`src/rtl/beep_detect.sv`:
```
// Beep burst receiver: measures half-periods of a synchronized beep line, classifies them as
// HI/LO tone, counts segments and pulses done/err when the line goes silent. Option: BEEP_DETECT_STRICT_EN.
module beep_detect #(
  parameter int HP_HI      = 8,
  parameter int HP_LO      = 16,
  parameter int TOL        = 2,
  parameter int MIN_SEG_HP = 4,
  parameter int SIL_CYC    = 64,
  parameter int NUM_SEG    = 4,
  parameter int CW         = 8
) (
  input  logic       clk,
  input  logic       rst,
  input  logic       beep_in,
  output logic       tone_active,
  output logic       tone_hi,
  output logic [2:0] seg_cnt,
  output logic       done,
  output logic       err
);

  localparam logic [CW-1:0] HI_MIN  = CW'(HP_HI - TOL);
  localparam logic [CW-1:0] HI_MAX  = CW'(HP_HI + TOL);
  localparam logic [CW-1:0] LO_MIN  = CW'(HP_LO - TOL);
  localparam logic [CW-1:0] LO_MAX  = CW'(HP_LO + TOL);
  localparam logic [CW-1:0] SIL     = CW'(SIL_CYC);
  localparam logic [CW-1:0] MIN_SEG = CW'(MIN_SEG_HP);
  localparam logic [CW-1:0] HP_ONE  = CW'(1);
  localparam logic [2:0]    NSEG    = 3'(NUM_SEG);

  typedef enum logic [2:0] {IDLE, FIRST, MEAS, DONE, ERR} state_t;

  state_t        state;
  logic          sync1, sync2, sync3;
  logic          sync_edge;
  logic          silent;
  logic [CW-1:0] hp_cnt;
  logic [CW-1:0] seg_hp;
  logic          cur_class;
  logic          is_hi, is_lo, is_bad;
  logic          first_ok;
  logic [2:0]    seg_inc;

  // sync1/sync2 resynchronize the pin; sync3 is the previous sample for edge detection
  always_ff @(posedge clk or posedge rst) begin
    if (rst) begin
      sync1 <= 1'b0;
      sync2 <= 1'b0;
      sync3 <= 1'b0;
    end else begin
      sync1 <= beep_in;
      sync2 <= sync1;
      sync3 <= sync2;
    end
  end

  assign sync_edge = sync2 ^ sync3;

  always_ff @(posedge clk or posedge rst) begin
    if (rst)
      hp_cnt <= '0;
    else if (sync_edge)
      hp_cnt <= '0;
    else if (hp_cnt != SIL)
      hp_cnt <= hp_cnt + HP_ONE;
  end

  assign is_hi   = (hp_cnt >= HI_MIN) && (hp_cnt <= HI_MAX);
  assign is_lo   = (hp_cnt >= LO_MIN) && (hp_cnt <= LO_MAX);
  assign is_bad  = !is_hi && !is_lo;
  assign silent  = !sync_edge && (hp_cnt == SIL);
  assign seg_inc = seg_cnt + 3'd1;

`ifdef BEEP_DETECT_STRICT_EN
  assign first_ok = is_hi;
`else
  assign first_ok = is_hi || is_lo;
`endif

  always_ff @(posedge clk or posedge rst) begin
    if (rst) begin
      state       <= IDLE;
      tone_active <= 1'b0;
      tone_hi     <= 1'b0;
      seg_cnt     <= 3'd0;
      done        <= 1'b0;
      err         <= 1'b0;
      cur_class   <= 1'b0;
      seg_hp      <= '0;
    end else begin
      done <= 1'b0;
      err  <= 1'b0;
      case (state)
        IDLE, DONE: begin
          if (sync_edge) begin
            state       <= FIRST;
            tone_active <= 1'b1;
            seg_cnt     <= 3'd0;
          end else begin
            state <= IDLE;
          end
        end
        // A lone edge followed by silence is treated as a malformed burst
        FIRST: begin
          if (sync_edge) begin
            if (!first_ok) begin
              state       <= ERR;
              err         <= 1'b1;
              tone_active <= 1'b0;
            end else begin
              cur_class <= is_hi;
              tone_hi   <= is_hi;
              seg_hp    <= HP_ONE;
              state     <= MEAS;
            end
          end else if (silent) begin
            state       <= ERR;
            err         <= 1'b1;
            tone_active <= 1'b0;
          end
        end
        MEAS: begin
          if (sync_edge) begin
            if (is_bad) begin
              state       <= ERR;
              err         <= 1'b1;
              tone_active <= 1'b0;
            end else if (is_hi == cur_class) begin
              if (seg_hp != '1)
                seg_hp <= seg_hp + HP_ONE;
            end else if (seg_hp < MIN_SEG) begin
              state       <= ERR;
              err         <= 1'b1;
              tone_active <= 1'b0;
            end else begin
              seg_cnt <= seg_inc;
              if (seg_inc == NSEG) begin
                state       <= ERR;
                err         <= 1'b1;
                tone_active <= 1'b0;
              end else begin
                cur_class <= is_hi;
                tone_hi   <= is_hi;
                seg_hp    <= HP_ONE;
              end
            end
          end else if (silent) begin
            if (seg_hp >= MIN_SEG)
              seg_cnt <= seg_inc;
            tone_active <= 1'b0;
            if ((seg_hp >= MIN_SEG) && (seg_inc == NSEG)) begin
              state <= DONE;
              done  <= 1'b1;
            end else begin
              state <= ERR;
              err   <= 1'b1;
            end
          end
        end
        // Any edge clears hp_cnt, so the line must stay quiet a full SIL_CYC before re-arming
        ERR: begin
          if (silent)
            state <= IDLE;
        end
        default: state <= IDLE;
      endcase
    end
  end

endmodule

```
`config.mk`:
```
export PLATFORM = sky130hd
export DESIGN_NAME = beep_detect
export DESIGN_NICKNAME = d
export VERILOG_FILES = /design/src/rtl/beep_detect.sv
export SDC_FILE = /design/constraint.sdc
export NUM_CORES = 1
export LEC_CHECK = 0
export CELL_PAD_IN_SITES_DETAIL_PLACEMENT = 1
export CELL_PAD_IN_SITES_GLOBAL_PLACEMENT = 1
export CORE_ASPECT_RATIO = 1.75
export CORE_UTILIZATION = 46
export DETAILED_ROUTE_END_ITERATION = 7
export HOLD_SLACK_MARGIN = 0.15
export PLACE_DENSITY = 0.76
export RECOVER_POWER = 25
export SLEW_MARGIN = 25
export SYNTH_ARGS = -nofsm -noshare
export SYNTH_HDL_FRONTEND = slang
export SYNTH_SLANG_ARGS = --single-unit
```
`constraint.sdc`:
```
create_clock -name clk -period 3.1 [get_ports clk]
set_input_delay 0.775 -clock clk [delete_from_list [all_inputs] [get_ports clk]]
set_output_delay 0.775 -clock clk [all_outputs]
set_load 0.01 [all_outputs]
```
==> impl_metrics.toml <==
[worst_setup_path]
rrSetupSlack_ns = 0.45
cp.arrival_ns = 2.82
cp_slowest_stage_delay_ns = 0.57
path_delay_family = "compound AO/OA/AOI/OAI gates"
crit_chain = "or4_4 > o32a_1 > o21ai_0 > nand3_1 > a211o_4 > a221o_1"
cp-start-kind = "flip-flop"
crit_start = "hp_cnt[3]"
reg2reg_depth = 6
path_buf_inv = 0
reg2reg_to = "seg_hp[7]"
critical_path_class = "reg -> reg"
endpoint_kind = "flip-flop"
cp_max_fo = 8
crit_required_ns = 3.27
slowest_stage = "or4_4"
r2r_start = "hp_cnt[3]"

[clocking]
htree_levels = 2
clk_latency_ns = 0.28
clock_sinks = 29
cts_tree = "yes"
clockBufferDepth = 2
root_buffer = "clkbuf_8"
cts_setup_buffers = 0
path_clk_slew_ns = 0.06
postCtsResizedCells = 0
numCtsBuffers = 5
hold_buffers = 0

[sta]
hold_viol_final = 0
drv_slew = 30
whs_ns = 0.349
fin_setup_tns_ns = 0
fmax_mhz = 377
clock_skew_ns = 0.00807
fin_crit_sh = 0.855
slew_headroom = -0.0478
period_minus_slack_ns = 2.65
setup_viol = 0
tightest_slew_ns = 1.57
rsz0062_at_grt = "no"

[run_status]
outcome = "finished, violations left"
violations = "max-capacitance violations, max-slew violations"

[floorplan]
io_pins = 10
row_count = 29
coreArea_mm2 = 0.00363
start_util = 0.478
die_h_um = 83.2
die_w_um = 48.4
design.die.area_mm2 = 0.00403

[placement]
dp_hpwl_um = 3400
gp_congestion = 0.834
port-buffer-count = 9

[grt]
antenna_found_initial = 0
grt_max_degree = 30
grt.total_usage = 0.241
grt_pass1_wl_um = 7420
overflow = 0
grt_pass1_vias = 1599

[cells_and_area]
final_layout_size_suffix_gt1_frac = 0.0896
ff_latch_area_um2 = 726
layout.nets = 210
multiInputGateArea_um2 = 913
areaGrowthSynthToFinish_pct = 11.9
fill_cells = 436
antennaDiodeCount = 0

[job]
cap_violations = 1

[route]
first_iter_violations = 34
viasPerCell = 6.02
vias = 1486
drc = 0
detail_route.first_pass.iterations = 4
avgRoutedWirePerCell_um = 17.7
postRouteAntennaNets = 0
wirelength_um = 4380

[yosys]
postSynthRegisterBits = 29
yosysSeqAreaShare = 0.418
ys_top_cells_by_area = "dfrtp_1, nor2_1, ha_1"
synth_cell_type_count = 41
synthFlopType = "dfrtp_1"
synthTopCellsByCount = "dfrtp_1, nor2_1, inv_1"
synth_nets = 197
syn-cell-area_mm2 = 0.00173
synth_warnings = 0
yosysTopAreaCell = "dfrtp_1"
synth_async_sr_flop_share = 1.00
syn_inst = 187
avgSynthCellArea_um2 = 9.27
synth_most_common_cell = "dfrtp_1"
synth-edff-count = 0
synth_top_cell_area_share = 0.418

[power]
seq_power_share = 0.484
combinationalPowerShare = 0.212
p_int_uw = 662
p_leak_nw = 0.857
net-switching-power_uw = 307
p_clk_frac = 0.304
irDropWorstVdd_v = 0.000366
power.density_mw_per_mm2 = 499
p_sw_frac = 0.317

[worst_hold_path]
whs_endpoint = "sync2"
hold_class = "reg -> reg"
hold_depth = 0
hp-start = "sync1"
-- layout by cell type, fill, tap and decap left out, types with 3 or more instances in the layout --
cell type	netlist	routed
a211o_1	4	4
a21oi_1	8	8
a22o_1	6	6
a31oi_1	3	3
and3_1	3	3
buf_4	0	3
clkbuf_8	0	5
clkdlybuf4s50_1	0	7
dfrtp_1	29	29
ha_1	7	7
inv_1	12	12
nand2_1	11	11
nand2b_1	5	5
nand3_1	11	11
nand4_1	3	3
nor2_1	24	24
nor3_1	7	7
nor4_1	3	3
o21ai_0	9	9
xnor2_1	3	3
xor2_1	6	6
-- flip-flops by register name, indices dropped and copies added, names as in the netlist, 3 cells and up --
signal and count:
seg_hp 8, seg_cnt 3, state 3, hp_cnt 8
-- metrics by stage --
| step | worst slack [ns] | util | area (µm²) | total power [mW] | std cells |
|---|---|---|---|---|---|
| after global routing | 0.274 | 0.535 | 1940 | 1.03 | 247 |
| after global placement | 0.571 | 0.513 | 1860 | 0.669 | 239 |
| after floorplan | 0.618 | - | 1730 | 0.600 | 187 |
| final | 0.448 | 0.535 | 1940 | 0.969 | 247 |
| after CTS | 0.478 | 0.536 | 1940 | 0.983 | 247 |
| after detailed placement | 0.489 | 0.513 | 1860 | 0.683 | 239 |
-- cell families after synthesis --
logic type      Yosys count  share of synthesized area
compound gates           44                      0.185
xor+xnor                  9                     0.0455
fa+ha+maj                 7                     0.0505
buf+inv                  19                     0.0548
flops                    29                      0.418
mux                       4                     0.0245
simple gates             75                      0.222
-- metal layers --
layer  track usage  vias to the layer above  part of all wire  routed length (µm)
li1              -                      695                 -                   -
met1         0.228                      759              0.36                1580
met2         0.472                       19              0.58                2560
met3        0.0366                       13             0.017                  74
met4         0.131                        0             0.038                 165
met5             0                        -                 0                   0
-- worst max-delay path by stage --
stage          cells after the start          to  slack (ns)
2_1_floorplan                      7   seg_hp[7]        0.62
3_3_place_gp                       6   seg_hp[7]        0.57
3_5_place_dp                       6   seg_hp[7]        0.49
4_1_cts                            6   seg_hp[7]        0.48
5_1_grt                            3  seg_cnt[1]        0.27
6_report                           6   seg_hp[7]        0.45
-- power groups by stage --
stage | combinational (mW) | clock [mW] | sequential, mW
5_1_grt | 0.230 | 0.327 | 0.475
4_1_cts | 0.209 | 0.307 | 0.467
6_report | 0.206 | 0.295 | 0.469
2_1_floorplan | 0.150 | 0 | 0.450
3_3_place_gp | 0.198 | 0 | 0.470
3_5_place_dp | 0.208 | 0 | 0.474
-- cell type report --
| cell class | instances | share of cell area |
|---|---|---|
| sequential | 29 | 0.374 |
| tap | 46 | 0.0297 |
| multi-input combinational | 139 | 0.471 |
| timing repair buffer | 13 | 0.0600 |
| clock inverter | 2 | 0.00516 |
| inverter | 12 | 0.0232 |
| clock buffer | 6 | 0.0374 |
No activity file was read; power rests on OpenSTA's default activity.
==> edit: new RTL, same flow settings <==
Put one more register stage on the output `tone_hi`, without a reset. The value now appears one clock later. The other outputs are not delayed to match.
--- a/src/rtl/beep_detect.sv
+++ b/src/rtl/beep_detect.sv
@@ -31,2 +31,4 @@
   typedef enum logic [2:0] {IDLE, FIRST, MEAS, DONE, ERR} state_t;
+
+  logic tone_hi_s0;
 
@@ -83,3 +85,3 @@
       tone_active <= 1'b0;
-      tone_hi     <= 1'b0;
+      tone_hi_s0  <= 1'b0;
       seg_cnt     <= 3'd0;
@@ -111,3 +113,3 @@
               cur_class <= is_hi;
-              tone_hi   <= is_hi;
+              tone_hi_s0 <= is_hi;
               seg_hp    <= HP_ONE;
@@ -142,3 +144,3 @@
                 cur_class <= is_hi;
-                tone_hi   <= is_hi;
+                tone_hi_s0 <= is_hi;
                 seg_hp    <= HP_ONE;
@@ -169,2 +171,6 @@
 
+  always_ff @(posedge clk) begin
+    tone_hi <= tone_hi_s0;
+  end
+
 endmodule
Function: no difference found for any inputs over 10 cycles, from zero or initial values and one cycle with rst high; that may be too few to reach the edited logic, so the function may still have changed.
==> edit against the original RTL <==
  * The flow still finishes with violations (max-capacitance violations, max-slew violations)
  * Highest routed layer unchanged
  * Setup slack improved by 0.31 ns
  * Total power is 23% higher
  * Wire length rose by 3.4%
  * Sequential cell count is 1 higher
  * Area after synthesis grew 4.3%
  * Final area grew 3.5%
  * Non-clock buffer count decreased by 2
  * Sequential share of layout area fell by 0.28 points
  * Via count increased by 0.40%
  * Largest cell class unchanged
  * Die area rose by 4.2%
  * Worst hold slack improved by 0.0034 ns
==> edit: results (changes against the original RTL) <==
Outcome
  – Status: finished, violations left (unchanged)
  – Failing checks: max-capacitance violations, max-slew violations (unchanged)

Min path
  – Worst min path class: reg2reg (unchanged)
  – Worst Hold Launch: sync1$_DFF_PP0_ (unchanged)

Worst setup path
  – Flop2flop setup slack: 0.85 ns (was 0.45 ns)
  – Reg2reg path depth: 8 (was 6)
  – Reg-to-Reg Start: hp_cnt[0]$_DFFE_PP0P_ (was hp_cnt[3]$_DFFE_PP0P_)
  – Critical path peak fanout: 29 (was 8)
  – CP Capture Point: hp_cnt[7]$_DFFE_PP0P_ (was seg_hp[7]$_DFFE_PP0P_)
  – CP startpoint: rst (was hp_cnt[3]$_DFFE_PP0P_)
  – Crit path DAT: 2.43 ns (was 2.82 ns)

Logic synthesis
  – Post-Syn Nets: 201 (was 197)
  – Commonest cells in the synthesized netlist: dfrtp_1, nor2_1, nand2_1 (was dfrtp_1, nor2_1, inv_1)
  – Synth unique cells: 50 (was 41)
  – Synth Area in XOR/XNOR: 4.357% (was 4.545%)
  – Synthesized-area fraction occupied by adder cells: 4.841% (was 5.051%)
  – Seq/Total Area, Yosys: 41.22% (was 41.85%)
  – Mux share of post-synthesis cell area: 3.804% (was 2.453%)
  – Top post-synthesis cells by area: dfrtp_1, ha_1, nor2_1, nand2_1, a41oi_1 (was dfrtp_1, nor2_1, ha_1, nand3_1, a22o_1)
  – Synth Warn #: 0 (unchanged)
  – Compound-Gate Fraction of Synth Area: 18.88% (was 18.47%)
  – Synth async-reset ratio: 96.67% (was 100.0%)

Run
  – Max Cap Viol: 1 (unchanged)

Clock network
  – CTS Buf Count: 5 (unchanged)
  – Root cell of the clock tree: clkbuf_8 (unchanged)
  – PostCTS Resize Cnt: 0 (unchanged)
  – CTS Buffer Depth: 2 (unchanged)
  – Post-CTS setup buffer count: 0 (unchanged)
  – Worst-Skew Late Latency: 0.28 ns (about the same)
  – H-tree levels: 2 (unchanged)

Finish
  – Total Nets Final: 212 (was 210)
  – Share of layout cells above drive strength 1: 10.84% (was 8.955%)
  – N_diodes: 0 (unchanged)
  – Largest registers: hp_cnt: 8 flops, seg_hp: 8 flops (unchanged)

Global routing
  – Gr usage total: 24.93% (was 24.09%)
  – Number of global-route vias before repair: 1649 (was 1599)
  – First-pass GRT wire length: 7.900 mm (was 7.424 mm)

Route
  – WL/cell: 18.18 µm (was 17.72 µm)
  – Vias per std cell: 5.992 (was 6.016)
  – DRT Pass-1 Iters: 4 (unchanged)
  – Starting DRT DRC Count: 20 (was 34)

Power and ir drop
  – Maximum vdd drop: 0.4066 mV (was 0.3661 mV)
  – Total leakage power: 0.9314 nW (was 0.8575 nW)

Place
  – Hpwl dp: 3.414 mm (was 3.403 mm)
  – Buffers on Ports: 9 (unchanged)
  – GPL Wtd Cong: 0.8048 (was 0.8335)

Timing
  – Worst Tran Pin Value: 1.661 ns (was 1.572 ns)
  – Clock skew: 0.005406 ns (was 0.008071 ns)
  – Slew Limit Fails: 30 (unchanged)
edit: cell type report:
type	count	area [µm²]
fill	446	1692
clock buffer	7	86.33
sequential	30	745.7
tap	46	57.56
inverter	11	41.29
clock inverter	1	5.005
multi-input combinational	143	972.2
timing repair buffer	11	101.3
edit: metal layers:
layer | GRT usage, % | vias up | routed length (µm)
li1 | - | 702 | -
met1 | 24.31 | 762 | 1684
met2 | 49.32 | 16 | 2642
met3 | 3.763 | 12 | 65
met4 | 11.17 | 0 | 133
met5 | 0 | - | 0
edit: metrics by stage:
| stage | setup WS [ns] | std cells | instance area, µm² |
|---|---|---|---|
| 6_report | 0.7582 | 249 | 2009 |
| 5_1_grt | 0.3758 | 249 | 2009 |
| 4_1_cts | 0.8447 | 249 | 2013 |
| 3_5_place_dp | 0.8625 | 241 | 1922 |
| 3_3_place_gp | 0.8883 | 241 | 1922 |
| 2_1_floorplan | 1.216 | 191 | 1809 |
edit: worst max-delay path, cell delays in order:
cell and delay, ns:
clkdlybuf4s50_1 0.40, inv_1 0.05, clkbuf_1 1.20
edit: how the worst min path moves through the flow:
stage	slack (ns)	depth (start not counted)	endpoint
floorplan	0.33	0	sync2$_DFF_PP0_
global placement	0.34	0	sync2$_DFF_PP0_
detailed placement	0.34	0	sync2$_DFF_PP0_
CTS	0.36	0	sync2$_DFF_PP0_
global route	0.37	0	sync2$_DFF_PP0_
finish	0.35	0	sync2$_DFF_PP0_
edit: report_power, final:
part	total (mW)	leakage [nW]	switching, mW	internal [mW]
combinational	0.357	0.487	0.206	0.152
sequential	0.506	0.396	0.0638	0.442
clock	0.326	0.0482	0.147	0.179
